### config.mk
export PLATFORM = sky130hd
export DESIGN_NAME = fifo_sync_prog_flat
export DESIGN_NICKNAME = d
export VERILOG_FILES = /design/src/rtl/fifo_pkg.sv /design/src/rtl/fifo_sync_prog_if.sv /design/src/rtl/fifo_mem.sv /design/src/rtl/fifo_sync_prog.sv /design/src/flat_wrapper.sv
export SDC_FILE = /design/constraint.sdc
export NUM_CORES = 1
export LEC_CHECK = 0
export CAP_MARGIN = 30
export CELL_PAD_IN_SITES_DETAIL_PLACEMENT = 1
export CELL_PAD_IN_SITES_GLOBAL_PLACEMENT = 1
export CORE_MARGIN = 2
export CORE_UTILIZATION = 30
export CTS_BUF_LIST = sky130_fd_sc_hd__clkbuf_16
export DETAILED_ROUTE_END_ITERATION = 8
export PLACE_DENSITY = 0.63
export SKIP_CTS_REPAIR_TIMING = 1
export SYNTH_ARGS = -nofsm -noshare
export SYNTH_HDL_FRONTEND = slang
export SYNTH_SLANG_ARGS = --single-unit
### constraint.sdc
create_clock -name clk -period 3.8 [get_ports clk]
set_clock_uncertainty 0.15 [all_clocks]
set_input_delay 0.76 -clock clk [delete_from_list [all_inputs] [get_ports clk]]
set_output_delay 0.76 -clock clk [all_outputs]
set_load 0.02 [all_outputs]
### src/rtl/fifo_pkg.sv
// rtl/fifo_pkg.sv - shared width helpers and status bundle for fifo_sync_prog
package fifo_pkg;

    function automatic int cnt_w(input int depth);
        return $clog2(depth + 1);
    endfunction

    function automatic int addr_w(input int depth);
        return (depth < 2) ? 1 : $clog2(depth);
    endfunction

    typedef struct packed {
        logic full;
        logic empty;
        logic almostfull;
        logic almostempty;
        logic wr_ack;
        logic overflow;
        logic underflow;
    } fifo_status_t;

endpackage

### src/rtl/fifo_sync_prog_if.sv
// rtl/fifo_sync_prog_if.sv - producer/consumer handshake and status bundle of fifo_sync_prog
interface fifo_sync_prog_if #(
    parameter int WIDTH = 16,
    parameter int DEPTH = 8
);
    import fifo_pkg::*;

    localparam int CNT_W = cnt_w(DEPTH);

    logic [WIDTH-1:0] data_in;
    logic             wr_en;
    logic             rd_en;
    logic [WIDTH-1:0] data_out;
    logic [CNT_W-1:0] count;
    logic             full;
    logic             empty;
    logic             almostfull;
    logic             almostempty;
    logic             wr_ack;
    logic             overflow;
    logic             underflow;

    modport master (
        output data_in, wr_en, rd_en,
        input  data_out, count, full, empty, almostfull, almostempty,
               wr_ack, overflow, underflow
    );

    modport slave (
        input  data_in, wr_en, rd_en,
        output data_out, count, full, empty, almostfull, almostempty,
               wr_ack, overflow, underflow
    );

endinterface

### src/rtl/fifo_mem.sv
// rtl/fifo_mem.sv - FIFO storage array, synchronous write and asynchronous read
module fifo_mem #(
    parameter int FIFO_WIDTH = 16,
    parameter int FIFO_DEPTH = 8,
    parameter int ADDR_W     = 3
) (
    input  logic                  clk,
    input  logic                  we,
    input  logic [ADDR_W-1:0]     waddr,
    input  logic [FIFO_WIDTH-1:0] wdata,
    input  logic [ADDR_W-1:0]     raddr,
    output logic [FIFO_WIDTH-1:0] rdata
);

    // Contents are deliberately left uninitialised; pointers and count define validity.
    logic [FIFO_WIDTH-1:0] mem_q [0:FIFO_DEPTH-1];

    always_ff @(posedge clk) begin
        if (we) begin
            mem_q[waddr] <= wdata;
        end
    end

    assign rdata = mem_q[raddr];

endmodule

### src/rtl/fifo_sync_prog.sv
// rtl/fifo_sync_prog.sv - single-clock FIFO with arbitrary depth, thresholds and optional FWFT
module fifo_sync_prog
    import fifo_pkg::*;
#(
    parameter int FIFO_WIDTH = 16,
    parameter int FIFO_DEPTH = 8,
    parameter int AF_LEVEL   = 7,
    parameter int AE_LEVEL   = 1,
    parameter bit FWFT       = 1'b0
) (
    input  logic        clk,
    input  logic        rst,
    fifo_sync_prog_if.slave bus
);

    localparam int CNT_W  = cnt_w(FIFO_DEPTH);
    localparam int ADDR_W = addr_w(FIFO_DEPTH);

    if (!(AE_LEVEL >= 1 && AE_LEVEL < AF_LEVEL && AF_LEVEL < FIFO_DEPTH)) begin : g_param_check
        $fatal(1, "fifo_sync_prog: need 1 <= AE_LEVEL < AF_LEVEL < FIFO_DEPTH");
    end

    logic [ADDR_W-1:0]     wr_ptr_q, wr_ptr_d;
    logic [ADDR_W-1:0]     rd_ptr_q, rd_ptr_d;
    logic [CNT_W-1:0]      count_q, count_d;
    logic [FIFO_WIDTH-1:0] dout_q, dout_d;
    logic                  wr_ack_q, wr_ack_d;
    logic                  overflow_q, overflow_d;
    logic                  underflow_q, underflow_d;
    logic [FIFO_WIDTH-1:0] mem_rdata;
    logic                  rd_ok, wr_ok;
    fifo_status_t          status;

    fifo_mem #(
        .FIFO_WIDTH (FIFO_WIDTH),
        .FIFO_DEPTH (FIFO_DEPTH),
        .ADDR_W     (ADDR_W)
    ) u_mem (
        .clk   (clk),
        .we    (wr_ok),
        .waddr (wr_ptr_q),
        .wdata (bus.data_in),
        .raddr (rd_ptr_q),
        .rdata (mem_rdata)
    );

    always_comb begin
        status             = '0;
        status.full        = (count_q == CNT_W'(FIFO_DEPTH));
        status.empty       = (count_q == '0);
        status.almostfull  = (count_q >= CNT_W'(AF_LEVEL)) && !status.full;
        status.almostempty = (count_q <= CNT_W'(AE_LEVEL)) && !status.empty;
        status.wr_ack      = wr_ack_q;
        status.overflow    = overflow_q;
        status.underflow   = underflow_q;
    end

    // A write into a full FIFO is only safe when a pop frees a slot on the same edge.
    assign rd_ok = bus.rd_en && !status.empty;
    assign wr_ok = bus.wr_en && (!status.full || rd_ok);

    always_comb begin
        wr_ptr_d    = wr_ptr_q;
        rd_ptr_d    = rd_ptr_q;
        count_d     = count_q;
        dout_d      = dout_q;
        wr_ack_d    = wr_ok;
        overflow_d  = bus.wr_en && !wr_ok;
        underflow_d = bus.rd_en && !rd_ok;
        if (wr_ok) begin
            wr_ptr_d = (wr_ptr_q == ADDR_W'(FIFO_DEPTH - 1)) ? '0 : wr_ptr_q + ADDR_W'(1);
        end
        if (rd_ok) begin
            rd_ptr_d = (rd_ptr_q == ADDR_W'(FIFO_DEPTH - 1)) ? '0 : rd_ptr_q + ADDR_W'(1);
            dout_d   = mem_rdata;
        end
        case ({wr_ok, rd_ok})
            2'b10:   count_d = count_q + CNT_W'(1);
            2'b01:   count_d = count_q - CNT_W'(1);
            default: count_d = count_q;
        endcase
    end

    always_ff @(posedge clk or posedge rst) begin
        if (rst) begin
            wr_ptr_q    <= '0;
            rd_ptr_q    <= '0;
            count_q     <= '0;
            dout_q      <= '0;
            wr_ack_q    <= 1'b0;
            overflow_q  <= 1'b0;
            underflow_q <= 1'b0;
        end else begin
            wr_ptr_q    <= wr_ptr_d;
            rd_ptr_q    <= rd_ptr_d;
            count_q     <= count_d;
            dout_q      <= dout_d;
            wr_ack_q    <= wr_ack_d;
            overflow_q  <= overflow_d;
            underflow_q <= underflow_d;
        end
    end

    assign bus.data_out    = FWFT ? mem_rdata : dout_q;
    assign bus.count       = count_q;
    assign bus.full        = status.full;
    assign bus.empty       = status.empty;
    assign bus.almostfull  = status.almostfull;
    assign bus.almostempty = status.almostempty;
    assign bus.wr_ack      = status.wr_ack;
    assign bus.overflow    = status.overflow;
    assign bus.underflow   = status.underflow;

endmodule

### src/flat_wrapper.sv
// flat-port wrapper written by rule: the top's interface ports become plain ports
module fifo_sync_prog_flat import fifo_pkg::*;
#(
    parameter int FIFO_WIDTH = 16,
    parameter int FIFO_DEPTH = 8,
    parameter int AF_LEVEL   = 7,
    parameter int AE_LEVEL   = 1,
    parameter bit FWFT       = 1'b0
)
  (clk, rst, bus_data_in, bus_wr_en, bus_rd_en, bus_data_out, bus_count, bus_full, bus_empty, bus_almostfull, bus_almostempty, bus_wr_ack, bus_overflow, bus_underflow);
  fifo_sync_prog_if #(.WIDTH(16), .DEPTH(8)) bus_i ();
  input  logic clk;
  input  logic rst;
  input wire logic [$bits(bus_i.data_in)-1:0] bus_data_in;
  input wire logic [$bits(bus_i.wr_en)-1:0] bus_wr_en;
  input wire logic [$bits(bus_i.rd_en)-1:0] bus_rd_en;
  output wire logic [$bits(bus_i.data_out)-1:0] bus_data_out;
  output wire logic [$bits(bus_i.count)-1:0] bus_count;
  output wire logic [$bits(bus_i.full)-1:0] bus_full;
  output wire logic [$bits(bus_i.empty)-1:0] bus_empty;
  output wire logic [$bits(bus_i.almostfull)-1:0] bus_almostfull;
  output wire logic [$bits(bus_i.almostempty)-1:0] bus_almostempty;
  output wire logic [$bits(bus_i.wr_ack)-1:0] bus_wr_ack;
  output wire logic [$bits(bus_i.overflow)-1:0] bus_overflow;
  output wire logic [$bits(bus_i.underflow)-1:0] bus_underflow;
  assign bus_i.data_in = bus_data_in;
  assign bus_i.wr_en = bus_wr_en;
  assign bus_i.rd_en = bus_rd_en;
  assign bus_data_out = bus_i.data_out;
  assign bus_count = bus_i.count;
  assign bus_full = bus_i.full;
  assign bus_empty = bus_i.empty;
  assign bus_almostfull = bus_i.almostfull;
  assign bus_almostempty = bus_i.almostempty;
  assign bus_wr_ack = bus_i.wr_ack;
  assign bus_overflow = bus_i.overflow;
  assign bus_underflow = bus_i.underflow;
  fifo_sync_prog #(.FIFO_WIDTH(FIFO_WIDTH), .FIFO_DEPTH(FIFO_DEPTH), .AF_LEVEL(AF_LEVEL), .AE_LEVEL(AE_LEVEL), .FWFT(FWFT)) u_core (.clk(clk), .rst(rst), .bus(bus_i));
endmodule
==> metrics, run 1 <==
area delta synth->final=22.3%; wire length on met1=6.41 mm; Synth cell types=36; placed cell areas=7230 um2; top-area cell type share of the netlist area=0.602; Async SR Flop Fraction=0.185; Slew Viols, Final=0; Finished Cell Area=7810 um2; hold path startpoint=u_core.bus.data_out[6]; CP Launch Point=u_core.bus.count[1]; Post-Syn Area=6380 um2; Adder-Cell Fraction of Synth Area=0.0157; Die Height=150 um; Highest Signal Layer=met4; Critical Path AT=2.40 ns; first drt pass iteration count=4; Iteration-0 DRC Markers=201; initial antenna violation count=0; dominant synthesized flop cell=edfxtp_1; ranking of synthesized cells by area=edfxtp_1, dfrtp_1, mux2i_1, mux2_1, o31ai_2; Pwr Total=6.14 mW; CP Class=reg2out; RR Startpoint=u_core.bus.count[0]; Antenna Violating Nets Remaining=0; post-synthesis area per instance=17.5 um2; Overflow after GRT=0; Post-synth EDFFs=128; Final period util=0.871; Lkg Pwr=2.77 nW; pin count of the biggest net entering global routing=33; Compound-Gate Fraction of Synth Area=0.0900; met2 wire length=7.63 mm; H-tree Lvls=4; vias in the first global route=3788; Antenna diodes=0; clock sinks=157; max incr delay on CP=0.66 ns; Util after Layout=0.373; simple-gate area share of the yosys netlist=0.0272; I/O Buffers=46; Crit. End Element=output port; xor and xnor area share after synthesis=0.00549; mean routed wirelength per cell=20.6 um; number of fill cells=2145; Synth Instances=365; routed length on met3=542 um; Clock Root Buffer=clkbuf_16; max_cap viols=0; FMAX=302 MHz; setup TNS=0 ns; share of layout cells above drive strength 1=0.216; Synth top cells by count=edfxtp_1, mux2i_1, dfrtp_1, mux2_1, mux2_2; Initial Utilization=0.305; # IOs=47; CTS tree=built; status=finished, final reports clean; Hold Vio Cnt, Final=0; largest family of logic cells by synthesized area=multiplexers; Final Net Count=459; Crit path required time=2.89 ns; Final min period=3.31 ns; GRT Total Usage=0.140; HP Class=reg2reg; Die W=150 um; routability cong.=0.714; Clock Path Buffers=2; clock slew at reported path FFs=0.06 ns; Clk Latency, worst-skew pair=0.43 ns; drt drc=0; slowest cell on the critical path=clkdlybuf4s50_1; Final setup viols=0; register area share after synthesis=0.716; area leader, netlist=edfxtp_1; CP cell instances=inv_1, ha_1, nor3b_2, buf_4, clkdlybuf4s50_1; power density cells=787 nW/um2; hpwl dp=9.09 mm; FF+latch count, synth=157; most common cell in the netlist=edfxtp_1; Rows=53; Worst Tran Pin Value=0.967 ns; vias per inst=4.83; Post-Syn Nets=393; Peak VDD IR=253 uV; Slew HR=0.352; final wirelength=14.8 mm; Die Area=22500 um2; critical path startpoint category=flop; RSZ-0062 raised after global routing=no; synth warn=0; first-pass GRT wire length=22.5 mm; mux cell area share after synthesis=0.117; Crit Path Max Fanout=20; total number of vias=3470; core region area=21000 um2; Num CTS Buffers=17
==> registers in the layout, indices dropped and copies added, names as in the netlist <==
signal and flops:
u_core.wr_ptr_q 3, u_core.bus.underflow 1, u_core.bus.count 4, u_core.u_mem.mem_q 128
u_core.rd_ptr_q 3, u_core.bus.wr_ack 1, u_core.bus.overflow 1, u_core.bus.data_out 16
==> per-stage QoR <==
stage / hold slack (ns) / std cells / setup slack (ns)
after CTS: 0.399 / 719 / 0.455
after floorplan: 0.406 / 365 / 0.564
after global routing: 0.422 / 719 / 0.366
final: 0.391 / 719 / 0.491
after global placement: 0.370 / 686 / 0.842
after detailed placement: 0.386 / 687 / 0.773
==> worst paths after layout <==
kind	endpoint	slack (ns)	cells past startpoint
min	u_core.bus.data_out[6]	0.39	2
min reg2reg	u_core.bus.data_out[6]	0.39	2
max in group asynchronous	u_core.wr_ptr_q[2]	2.27	4
max reg2reg	u_core.bus.count[3]	1.04	10
min in group asynchronous	u_core.bus.count[3]	0.54	2
max	bus_empty	0.49	5
==> cells by family (layout without fill, tap and decap cells) <==
kind of cell / after synthesis / after routing
AOI/OAI and AO/OA: 72 / 72
xor gates and xnor gates: 4 / 4
adders and majority gates: 8 / 8
buffers and inverters: 26 / 105
DFF: 157 / 157
muxes: 70 / 70
and+or+nand+nor: 28 / 28
==> power by group <==
part | internal, mW | switching, mW
registers | 2.23 | 0.278
logic | 0.890 | 1.08
clock network | 1.02 | 0.653
==> critical path: cells and delay by family, from the launching register on <==
kind                       cells  cell delay [ns]
buffers and inverters          3             1.06
DFF                            1             0.44
adders and majority gates      1             0.28
and+or+nand+nor                1             0.19
==> routing by layer <==
metal / track usage / vias to the layer above
met2: 0.241 / 66
met4: 0.0514 / 0
met3: 0.0341 / 20
met1: 0.170 / 1818
met5: 0 / -
li1: - / 1566
==> cell usage in the layout (no fill, tap or decap), types with 3 or more instances in the layout <==
cell | synthesis | final
a22o_1 | 16 | 16
buf_4 | 1 | 17
bufinv_16 | 0 | 3
clkbuf_16 | 0 | 17
clkdlybuf4s50_1 | 0 | 46
clkinv_2 | 0 | 7
clkinvlp_4 | 0 | 3
dfrtp_1 | 29 | 28
edfxtp_1 | 128 | 128
ha_1 | 8 | 8
inv_1 | 4 | 5
inv_2 | 4 | 4
mux2_1 | 20 | 20
mux2_2 | 17 | 17
mux2i_1 | 33 | 33
nand2_1 | 3 | 3
nand2b_1 | 5 | 5
nor2_1 | 7 | 7
nor3_2 | 0 | 4
o21ai_0 | 14 | 14
o21ai_1 | 7 | 7
o22ai_1 | 16 | 16
o31ai_2 | 16 | 16
xnor2_1 | 3 | 3
==> cell type report <==
| cell class | instances | area, um2 | area share |
|---|---|---|---|
| Clock inverter | 15 | 155 | 0.0199 |
| Tap cell | 275 | 344 | 0.0441 |
| Inverter | 8 | 30.0 | 0.00385 |
| Sequential cell | 157 | 4570 | 0.585 |
| Timing Repair Buffer | 65 | 623 | 0.0798 |
| Multi-Input combinational cell | 182 | 1660 | 0.212 |
| Clock buffer | 17 | 425 | 0.0545 |
Note: power is estimated with default switching activity, not from simulation.
==> inputs of run 2 (changes only) <==
--- a/config.mk
+++ b/config.mk
@@ -11,6 +11,8 @@
 export CORE_MARGIN = 2
 export CORE_UTILIZATION = 30
 export CTS_BUF_LIST = sky130_fd_sc_hd__clkbuf_16
+export CTS_CLUSTER_DIAMETER = 50
+export CTS_CLUSTER_SIZE = 24
 export DETAILED_ROUTE_END_ITERATION = 8
 export PLACE_DENSITY = 0.63
 export SKIP_CTS_REPAIR_TIMING = 1
==> results of run 2 <==
No change in the layout: final DEF, timing and power equal those of run 1.
